--- src/rtl/icache_nb.sv ---
// icache_nb: non-blocking, direct-mapped instruction cache with 8-byte lines.
// Fetch looks up the line array combinationally. Misses issue line loads on a
// tagged memory bus. A small fill table tracks up to MAX_OUTSTANDING in-flight
// fills by memory tag, so several misses can be pending at once.
//
// Ports:
//   clock               system clock
//   reset               synchronous, active-low reset
//   proc2Icache_addr    fetch byte address (only bits [15:0] are significant)
//   Imem2proc_response  nonzero = load accepted this cycle, with this tag
//   Imem2proc_data      fill data, valid when Imem2proc_tag is nonzero
//   Imem2proc_tag       nonzero = data returning for this tag
//   proc2Imem_command   BUS_NONE=0 / BUS_LOAD=1
//   proc2Imem_addr      line address of the request, bits [2:0]=0
//   Icache_data_out     line data for proc2Icache_addr
//   Icache_valid_out    Icache_data_out is valid
//   outstanding_count   live fill-table entries
//
// Optional feature: define ICACHE_PREFETCH_EN to issue a next-line prefetch
// in cycles where no demand request goes out.
module icache_nb #(
    parameter int NUM_LINES       = 32,
    parameter int MAX_OUTSTANDING = 2,
    parameter int MEM_TAG_BITS    = 4
) (
    input  logic                                 clock,
    input  logic                                 reset,
    input  logic [63:0]                          proc2Icache_addr,
    input  logic [MEM_TAG_BITS-1:0]              Imem2proc_response,
    input  logic [63:0]                          Imem2proc_data,
    input  logic [MEM_TAG_BITS-1:0]              Imem2proc_tag,
    output logic [1:0]                           proc2Imem_command,
    output logic [63:0]                          proc2Imem_addr,
    output logic [63:0]                          Icache_data_out,
    output logic                                 Icache_valid_out,
    output logic [$clog2(MAX_OUTSTANDING+1)-1:0] outstanding_count
);
    localparam int IDX_W  = $clog2(NUM_LINES);
    localparam int TAG_W  = 13 - IDX_W;
    localparam int CNT_W  = $clog2(MAX_OUTSTANDING + 1);
    localparam int SLOT_W = (MAX_OUTSTANDING > 1) ? $clog2(MAX_OUTSTANDING) : 1;
    localparam logic [1:0] BUS_NONE = 2'd0;
    localparam logic [1:0] BUS_LOAD = 2'd1;

    // Line array
    logic [NUM_LINES-1:0] line_valid;
    logic [TAG_W-1:0]     line_tag  [NUM_LINES];
    logic [63:0]          line_data [NUM_LINES];

    // Fill table
    logic [MAX_OUTSTANDING-1:0] ent_valid;
    logic [MEM_TAG_BITS-1:0]    ent_memtag [MAX_OUTSTANDING];
    logic [IDX_W-1:0]           ent_idx    [MAX_OUTSTANDING];
    logic [TAG_W-1:0]           ent_tag    [MAX_OUTSTANDING];

    logic [IDX_W-1:0]  cur_idx;
    logic [TAG_W-1:0]  cur_tag;
    logic              array_hit, cur_pending, have_free, fill_hit, bypass;
    logic [SLOT_W-1:0] free_slot, fill_slot;
    logic              req_valid, alloc;
    logic [IDX_W-1:0]  req_idx;
    logic [TAG_W-1:0]  req_tag;
    logic [63:0]       req_addr;
    logic              unused_addr_bits;
`ifdef ICACHE_PREFETCH_EN
    logic [12:0]       pf_line;
    logic [IDX_W-1:0]  pf_idx;
    logic [TAG_W-1:0]  pf_tag;
    logic              pf_hit, pf_pending;
`endif

    assign cur_idx          = proc2Icache_addr[3 +: IDX_W];
    assign cur_tag          = proc2Icache_addr[15 -: TAG_W];
    assign unused_addr_bits = ^proc2Icache_addr[2:0];

    always_comb begin
        array_hit   = line_valid[cur_idx] && (line_tag[cur_idx] == cur_tag);
        cur_pending = 1'b0;
        have_free   = 1'b0;
        free_slot   = '0;
        fill_hit    = 1'b0;
        fill_slot   = '0;
        // Free/fill status comes from registered state only, so a slot freed
        // by this cycle's fill is not handed out until next cycle.
        for (int i = 0; i < MAX_OUTSTANDING; i++) begin
            if (ent_valid[i] && ent_idx[i] == cur_idx && ent_tag[i] == cur_tag)
                cur_pending = 1'b1;
            if (!ent_valid[i] && !have_free) begin
                have_free = 1'b1;
                free_slot = SLOT_W'(i);
            end
            if (ent_valid[i] && Imem2proc_tag != '0 &&
                ent_memtag[i] == Imem2proc_tag && !fill_hit) begin
                fill_hit  = 1'b1;
                fill_slot = SLOT_W'(i);
            end
        end
        bypass = fill_hit && ent_idx[fill_slot] == cur_idx &&
                 ent_tag[fill_slot] == cur_tag;

        req_valid = 1'b0;
        req_idx   = cur_idx;
        req_tag   = cur_tag;
        req_addr  = 64'd0;
`ifdef ICACHE_PREFETCH_EN
        pf_line    = proc2Icache_addr[15:3] + 13'd1;  // wraps within 16 bits
        pf_idx     = pf_line[IDX_W-1:0];
        pf_tag     = pf_line[12 -: TAG_W];
        pf_hit     = line_valid[pf_idx] && (line_tag[pf_idx] == pf_tag);
        pf_pending = 1'b0;
        for (int i = 0; i < MAX_OUTSTANDING; i++)
            if (ent_valid[i] && ent_idx[i] == pf_idx && ent_tag[i] == pf_tag)
                pf_pending = 1'b1;
`endif
        if (!array_hit && !cur_pending && have_free) begin
            req_valid = 1'b1;
            req_addr  = {proc2Icache_addr[63:3], 3'b000};
        end
`ifdef ICACHE_PREFETCH_EN
        else if (!pf_hit && !pf_pending && have_free) begin
            req_valid = 1'b1;
            req_idx   = pf_idx;
            req_tag   = pf_tag;
            req_addr  = {proc2Icache_addr[63:16], pf_line, 3'b000};
        end
`endif
    end

    assign alloc = reset && req_valid && (Imem2proc_response != '0);

    // While reset is held, every output is forced quiet.
    assign proc2Imem_command = (reset && req_valid) ? BUS_LOAD : BUS_NONE;
    assign proc2Imem_addr    = (reset && req_valid) ? req_addr : 64'd0;
    assign Icache_valid_out  = reset && (array_hit || bypass);
    assign Icache_data_out   = !reset ? 64'd0 :
                               bypass ? Imem2proc_data : line_data[cur_idx];

    // Control state: valid bits and the live-entry count
    always_ff @(posedge clock) begin
        if (!reset) begin
            line_valid        <= '0;
            ent_valid         <= '0;
            outstanding_count <= '0;
        end else begin
            if (fill_hit) begin
                line_valid[ent_idx[fill_slot]] <= 1'b1;
                ent_valid[fill_slot]           <= 1'b0;
            end
            if (alloc)
                ent_valid[free_slot] <= 1'b1;
            outstanding_count <= outstanding_count + CNT_W'(alloc) - CNT_W'(fill_hit);
        end
    end

    // Payload state: only meaningful where the matching valid bit is set
    always_ff @(posedge clock) begin
        if (fill_hit) begin
            line_tag[ent_idx[fill_slot]]  <= ent_tag[fill_slot];
            line_data[ent_idx[fill_slot]] <= Imem2proc_data;
        end
        if (alloc) begin
            ent_memtag[free_slot] <= Imem2proc_response;
            ent_idx[free_slot]    <= req_idx;
            ent_tag[free_slot]    <= req_tag;
        end
    end
endmodule

--- config.mk ---
export PLATFORM = sky130hd
export DESIGN_NAME = icache_nb
export DESIGN_NICKNAME = d
export VERILOG_FILES = /design/src/rtl/icache_nb.sv
export SDC_FILE = /design/constraint.sdc
export NUM_CORES = 2
export LEC_CHECK = 0
export CAP_MARGIN = 30
export CORE_MARGIN = 8
export CORE_UTILIZATION = 35
export DETAILED_ROUTE_END_ITERATION = 7
export GPL_TIMING_DRIVEN = 0
export SKIP_CTS_REPAIR_TIMING = 1
export SYNTH_ARGS = -nofsm -noshare
export SYNTH_HDL_FRONTEND = slang
export SYNTH_SLANG_ARGS = --single-unit
--- constraint.sdc ---
create_clock -name clock -period 14.5 [get_ports clock]
set_input_delay 4.35 -clock clock [delete_from_list [all_inputs] [get_ports clock]]
set_output_delay 4.35 -clock clock [all_outputs]
set_load 0.01 [all_outputs]
### Word-level counts from Yosys, hierarchy flattened

Memory sizes are Yosys's and may differ from the RTL's.
Cells that the tools add are included.

| cells by class | value |
|---|---|
| shift operators | 0 |
| order comparisons | 7 |
| reduce and logical (&&, ||, !) cells | 28 |
| eq/ne operators | 9 |
| add/subtract/negate cells | 2 |
| multiplexer cells | 29 |
| bitwise logic cells | 4 |
| multipliers | 0 |
| divide/modulo/power cells | 0 |

Operator list:

| cell | number |
|---|---|
| 64-bit two-way mux | 4 |
| 8-bit equality test | 4 |
| 32-bit OR | 1 |
| 1-bit logical AND | 21 |
| 1-bit two-way mux | 18 |
| 5-bit equality test | 3 |
| 5-bit by 6-bit < comparator with 1-bit output, second input constant | 2 |
| 4-bit equality test | 2 |
| 4-bit nonzero test | 2 |
| 2-bit two-way mux | 3 |
| 1-bit binary-select mux with 5-bit select | 1 |
| 1-bit demux with 5-bit select | 1 |
| 5-bit by 1-bit greater-or-equal comparator with 1-bit output, second input constant | 1 |
| 1-bit zero test | 4 |
| 1-bit by 2-bit < comparator with 1-bit output, second input constant | 2 |
| 2-bit by 1-bit adder with 2-bit output | 1 |
| 2-bit AND | 1 |
| 1-bit demux with 1-bit select | 2 |
| 1-bit greater-or-equal comparator, second input constant | 2 |
| 2-bit inverter | 1 |
| 2-bit OR | 1 |
| 2-bit by 1-bit subtractor with 2-bit output | 1 |
| 1-bit logical OR | 1 |

| word-level totals | value |
|---|---|
| output and inout port bits | 133 |
| RAM bits | 2338 |
| ROM bits | 0 |
| word-level logic and storage cells | 87 |
| input port bits | 138 |
| memories | 5 |
| latch bits | 0 |
| register bits | 36 |

Memory list:

| memory | depth | width | rd ports | clocked after memory_dff | write ports | line | RTL |
|---|---|---|---|---|---|---|---|
| line_data | 32 | 64 | 1 | 0 | 1 | 48 | `logic [63:0] line_data [NUM_LINES];` |
| line_tag | 32 | 8 | 1 | 0 | 1 | 47 | `logic [TAG_W-1:0] line_tag [NUM_LINES];` |
| ent_tag | 2 | 8 | 3 | 0 | 1 | 54 | `logic [TAG_W-1:0] ent_tag [MAX_OUTSTANDING];` |
| ent_idx | 2 | 5 | 3 | 0 | 1 | 53 | `logic [IDX_W-1:0] ent_idx [MAX_OUTSTANDING];` |
| ent_memtag | 2 | 4 | 2 | 0 | 1 | 52 | `logic [MEM_TAG_BITS-1:0] ent_memtag [MAX_OUTSTANDING];` |

### Logic depth before layout (Yosys ltp)

| depth | value |
|---|---|
| depth in word-level cells | 17 |
| mapped depth | 21 |
| mapped depth without buffers | 14 |

### Worst setup path before layout

No wires, ideal clock.

| timing path | value |
|---|---|
| path kind | input to output |
| start point | input Imem2proc_tag[0] |
| end point | output Icache_data_out[12] |
| arrival | 7167 ps |
| cell stages on the path | 12 |
| required time | 10150 ps |
| path buffers | 3 |
| setup slack | 2983 ps |
| path through | nor3_2 > nor3_1 > o2111a_1 > nor2_2 > buf_6 > mux2_4 > mux2_2 > or4_1 > or3_1 > buf_6 > buf_4 > a21oi_1 |

| on the way | value |
|---|---|
| longest elaborated chain between the ends | 13 |
| elaborated cells on any way between the ends | 20 |
| those cells by class | eq/ne: 4; mux: 5; reduce/logical: 9; memory: 2 |

Ends and longest elaborated chain:

| element | line | RTL |
|---|---|---|
| from (decl) | 31 | `input logic [MEM_TAG_BITS-1:0] Imem2proc_tag,` |
| 4-bit nonzero test | 92 | `if (ent_valid[i] && Imem2proc_tag != '0 &&` |
| 1-bit logical AND (2 in a row) | 92 |  |
| 1-bit two-way mux | 92 |  |
| 1-bit zero test | 93 | `ent_memtag[i] == Imem2proc_tag && !fill_hit) begin` |
| 1-bit logical AND | 93 |  |
| 1-bit two-way mux | 92 |  |
| memory 2 x 5 bit | n/a |  |
| 5-bit equality test | 98 | `bypass = fill_hit && ent_idx[fill_slot] == cur_idx &&` |
| 1-bit logical AND | 98 |  |
| 1-bit logical AND (*) | 98 |  |
| 64-bit two-way mux (*) | 136 | `bypass ? Imem2proc_data : line_data[cur_idx];` |
| 64-bit two-way mux (*) | 135 | `assign Icache_data_out = !reset ? 64'd0 :` |
| to (decl) | 34 | `output logic [63:0] Icache_data_out,` |

Every way passes the cells marked *; elsewhere a longest branch is shown, timed or not.

### Worst setup path after layout

| timing path | value |
|---|---|
| start point | input proc2Icache_addr[4] |
| end point | output Icache_data_out[43] |

| on the way | value |
|---|---|
| longest elaborated chain between the ends | 5 |
| elaborated cells on any way between the ends | 6 |
| those cells by class | eq/ne: 1; mux: 2; reduce/logical: 2; memory: 1 |

Ends and longest elaborated chain:

| element | line | RTL |
|---|---|---|
| from (decl) | 28 | `input logic [63:0] proc2Icache_addr,` |
| parallel branches: the longest is 3 deep, another holds memory 32 x 64 bit | n/a |  |
| 64-bit two-way mux (*) | 136 |  |
| 64-bit two-way mux (*) | 135 |  |

Mark *: on every way between the ends.

==> impl_metrics.env <==
export IMPL_rsz0062_at_grt="false"
export IMPL_critPathCaptureType="output pin"
export IMPL_cap_viol_max_count=0
export IMPL_dp_hpwl_um=171300
export IMPL_setup_viol=0
export IMPL_status="completed"
export IMPL_drcViolationCount=0
export IMPL_synth_top_area_cell="edfxtp_1"
export IMPL_comb_power_share=0.062
export IMPL_max_freq_mhz=69.31
export IMPL_die_x_um=529.3
export IMPL_cts_clk_slew_worst_paths_ns=0.06
export IMPL_coreArea_um2=262300
export IMPL_first_global_vias=46446
export IMPL_reg2reg_slack_ns=10.20
export IMPL_worstMarginPinSlew_ns=1.173
export IMPL_pin_count=271
export IMPL_hold_start="line_valid[30]$_SDFFE_PN0P_"
export IMPL_gp_congestion=0.7702
export IMPL_r2r_end="line_data[19][46]$_DFFE_PP_"
export IMPL_port_buffers=263
export IMPL_yosys_cell_types_count=58
export IMPL_row_count=188
export IMPL_p_per_area_nw_per_um2=127.3
export IMPL_final_cell_area_um2=111400
export IMPL_seqPwrFrac=0.533
export IMPL_start_util=0.3516
export IMPL_syn_area_per_cell_um2=23.30
export IMPL_clkSinkCount=2374
export IMPL_yosysTopAreaCellShare=0.7613
export IMPL_finClkSkew_ns=0.02836
export IMPL_synth_seq_area_share=0.7691
export IMPL_period_needed_ns=14.43
export IMPL_cts_buffers=232
export IMPL_holdPathStages=1
export IMPL_grt_ovfl_total=0
export IMPL_ys_ff_latch=2374
export IMPL_synth_area_leaders="edfxtp_1 76%, mux4_2 17%, mux2i_1 1.4%, dfxtp_1 0.78%, o41ai_1 0.61%"
export IMPL_worst_r2r_path_depth=11
export IMPL_synth_flop_cell="edfxtp_1"
export IMPL_grt_pass1_wl_um=357500
export IMPL_first_iter_violations=5907
export IMPL_syn_inst=3957
export IMPL_via_count=45764
export IMPL_area_delta_synth_final_pct=20.85
export IMPL_worst_slack_ns=0.07268
export IMPL_vias_per_cell=5.452
export IMPL_antenna_found_initial=23
export IMPL_hold_violations=0
export IMPL_p_sw_frac=0.2148
export IMPL_cp_data_required_time_ns=10.15
export IMPL_cp_arrival_ns=10.08
export IMPL_max_slew_margin=0.2179
export IMPL_finalCritPeriodShare=0.9950
export IMPL_wl_per_cell_um=30.39
export IMPL_synth_warnings=0
export IMPL_cellInternalPower_w=0.01114
export IMPL_synth_most_common_cell="edfxtp_1"
export IMPL_dr_pass1_iters=5
export IMPL_dieArea_um2=280200
export IMPL_pre_cts_ws_ns=-0.3370
export IMPL_path_class="input pin to output pin"
export IMPL_start_kind="input pin"
export IMPL_hold_class="register to register"
export IMPL_power_total_w=0.01418
export IMPL_nets=4821
export IMPL_p_leak_nw=34.81
export IMPL_fin_util=0.4249
export IMPL_ys_top_cells_by_count="2338 x edfxtp_1, 677 x mux4_2, 133 x mux2i_1"
export IMPL_r2r_start="ent_memtag[0][3]$_DFFE_PP_"
export IMPL_async_flop_share=0
export IMPL_synth_edf_count=2338
export IMPL_syn_cell_area_um2=92220
export IMPL_cts_buffer_depth=3
export IMPL_ant_nets=0
export IMPL_critPathLaunch="proc2Icache_addr[4]"
export IMPL_p_switching_w=0.003046
export IMPL_pwr_share_clk=0.406
export IMPL_clock_latency_ns=0.85
export IMPL_ir_drop_mv=0.1293
export IMPL_tritoncts="yes"
export IMPL_crit_fanout=10
export IMPL_die_h_um=529.3
export IMPL_grtUsageTotal=0.1782
export IMPL_maxSlewViolCount=0
export IMPL_finalWirelength_um=255100
export IMPL_htree_levels=4
export IMPL_dpl_cell_area_um2=103000
export IMPL_drive_above_1_share=0.2920
export IMPL_grt_max_degree=34
export IMPL_clock_root_buffer="clkbuf_16"
export IMPL_whs_endpoint="line_valid[30]$_SDFFE_PN0P_"
[cell usage in the layout, fill, tap and decap left out, types with 42 or more instances in the layout]
master | Yosys | routed
o41ai_1 | 64 | 63
clkbuf_1 | 132 | 142
edfxtp_1 | 2338 | 2338
clkinv_2 | 0 | 57
clkinv_1 | 0 | 61
and2_1 | 57 | 57
a21oi_1 | 87 | 81
clkdlybuf4s50_1 | 0 | 263
buf_12 | 0 | 106
mux4_2 | 677 | 677
buf_16 | 0 | 42
buf_8 | 1 | 51
mux2i_1 | 133 | 133
clkbuf_16 | 0 | 256
buf_2 | 64 | 65
[sequential cells by signal, summed over array words and instances, names as in the netlist]
| register | count |
|---|---|
| ent_memtag | 8 |
| outstanding_count | 2 |
| line_valid | 32 |
| ent_idx | 10 |
| line_data | 2048 |
| ent_tag | 16 |
| ent_valid | 2 |
| line_tag | 256 |
[per-layer routing]
layer | track usage | vias to the layer above | part of all wire
met3 | 0.03303 | 367 | 0.079
met5 | 0 | - | 0.000035
met2 | 0.3004 | 2081 | 0.50
met1 | 0.2404 | 24795 | 0.40
li1 | - | 18519 | -
met4 | 0.04384 | 2 | 0.025
[through the flow]
stage               hold WS, ns  setup TNS [ns]  cells
CTS                      0.4623          -2.153   8341
global placement         0.4420        -1693.71   7738
finish                   0.4601               0   8394
global route             0.4757               0   8393
floorplan                0.4354               0   3960
detailed placement       0.4482          -1.763   7911
[worst max-delay path by stage]
stage / cells past startpoint / slack [ns] / endpoint
after floorplan: 12 / 2.98 / Icache_data_out[12]
after global placement: 10 / -1.26 / line_data[16][47]$_DFFE_PP_
after detailed placement: 12 / -0.34 / Icache_data_out[14]
final: 13 / 0.07 / Icache_data_out[43]
after global routing: 12 / 0.004 / Icache_data_out[60]
after CTS: 12 / -0.37 / Icache_data_out[14]
[layout make-up]
class | count | area [um2]
buffer | 239 | 1202
inverter | 12 | 45.04
clock inverter | 151 | 1146
timing repair buffer | 487 | 7249
fill | 22301 | 150800
sequential | 2374 | 70930
clock buffer | 279 | 6095
antenna | 2 | 5.005
multi-input combinational | 1335 | 20380
tap | 3515 | 4398
[critical path, stage by stage]
cell	delay [ns]
clkdlybuf4s50_1	0.69
buf_2	0.37
buf_2	0.37
buf_2	0.40
buf_2	0.54
clkbuf_2	0.42
buf_12	0.24
clkbuf_1	0.56
mux4_2	0.40
mux4_2	0.49
mux2i_1	0.43
a21oi_1	0.25
clkdlybuf4s50_1	0.53
[power groups by stage]
stage,Combinational (W),Clock (W),Sequential [W]
6_report,0.000875,0.00575,0.00756
5_1_grt,0.000927,0.00611,0.00755
2_1_floorplan,0.000423,0,0.00770
3_5_place_dp,0.000846,0,0.00771
3_3_place_gp,0.000801,0,0.00771
4_1_cts,0.000849,0.00585,0.00756
[kinds of logic (layout without fill, tap and decap cells)]
logic type,after synthesis,in the layout,synth area share
xor+xnor,47,47,0.004464
simple gates,203,203,0.01202
compound gates,256,256,0.01950
fa+ha+maj,2,2,0.0002713
flops,2374,2374,0.7691
mux,823,823,0.1816
other cells,1,6,0.00004066
buf+inv,251,1168,0.01300
Note: power is estimated with default switching activity, not from simulation.
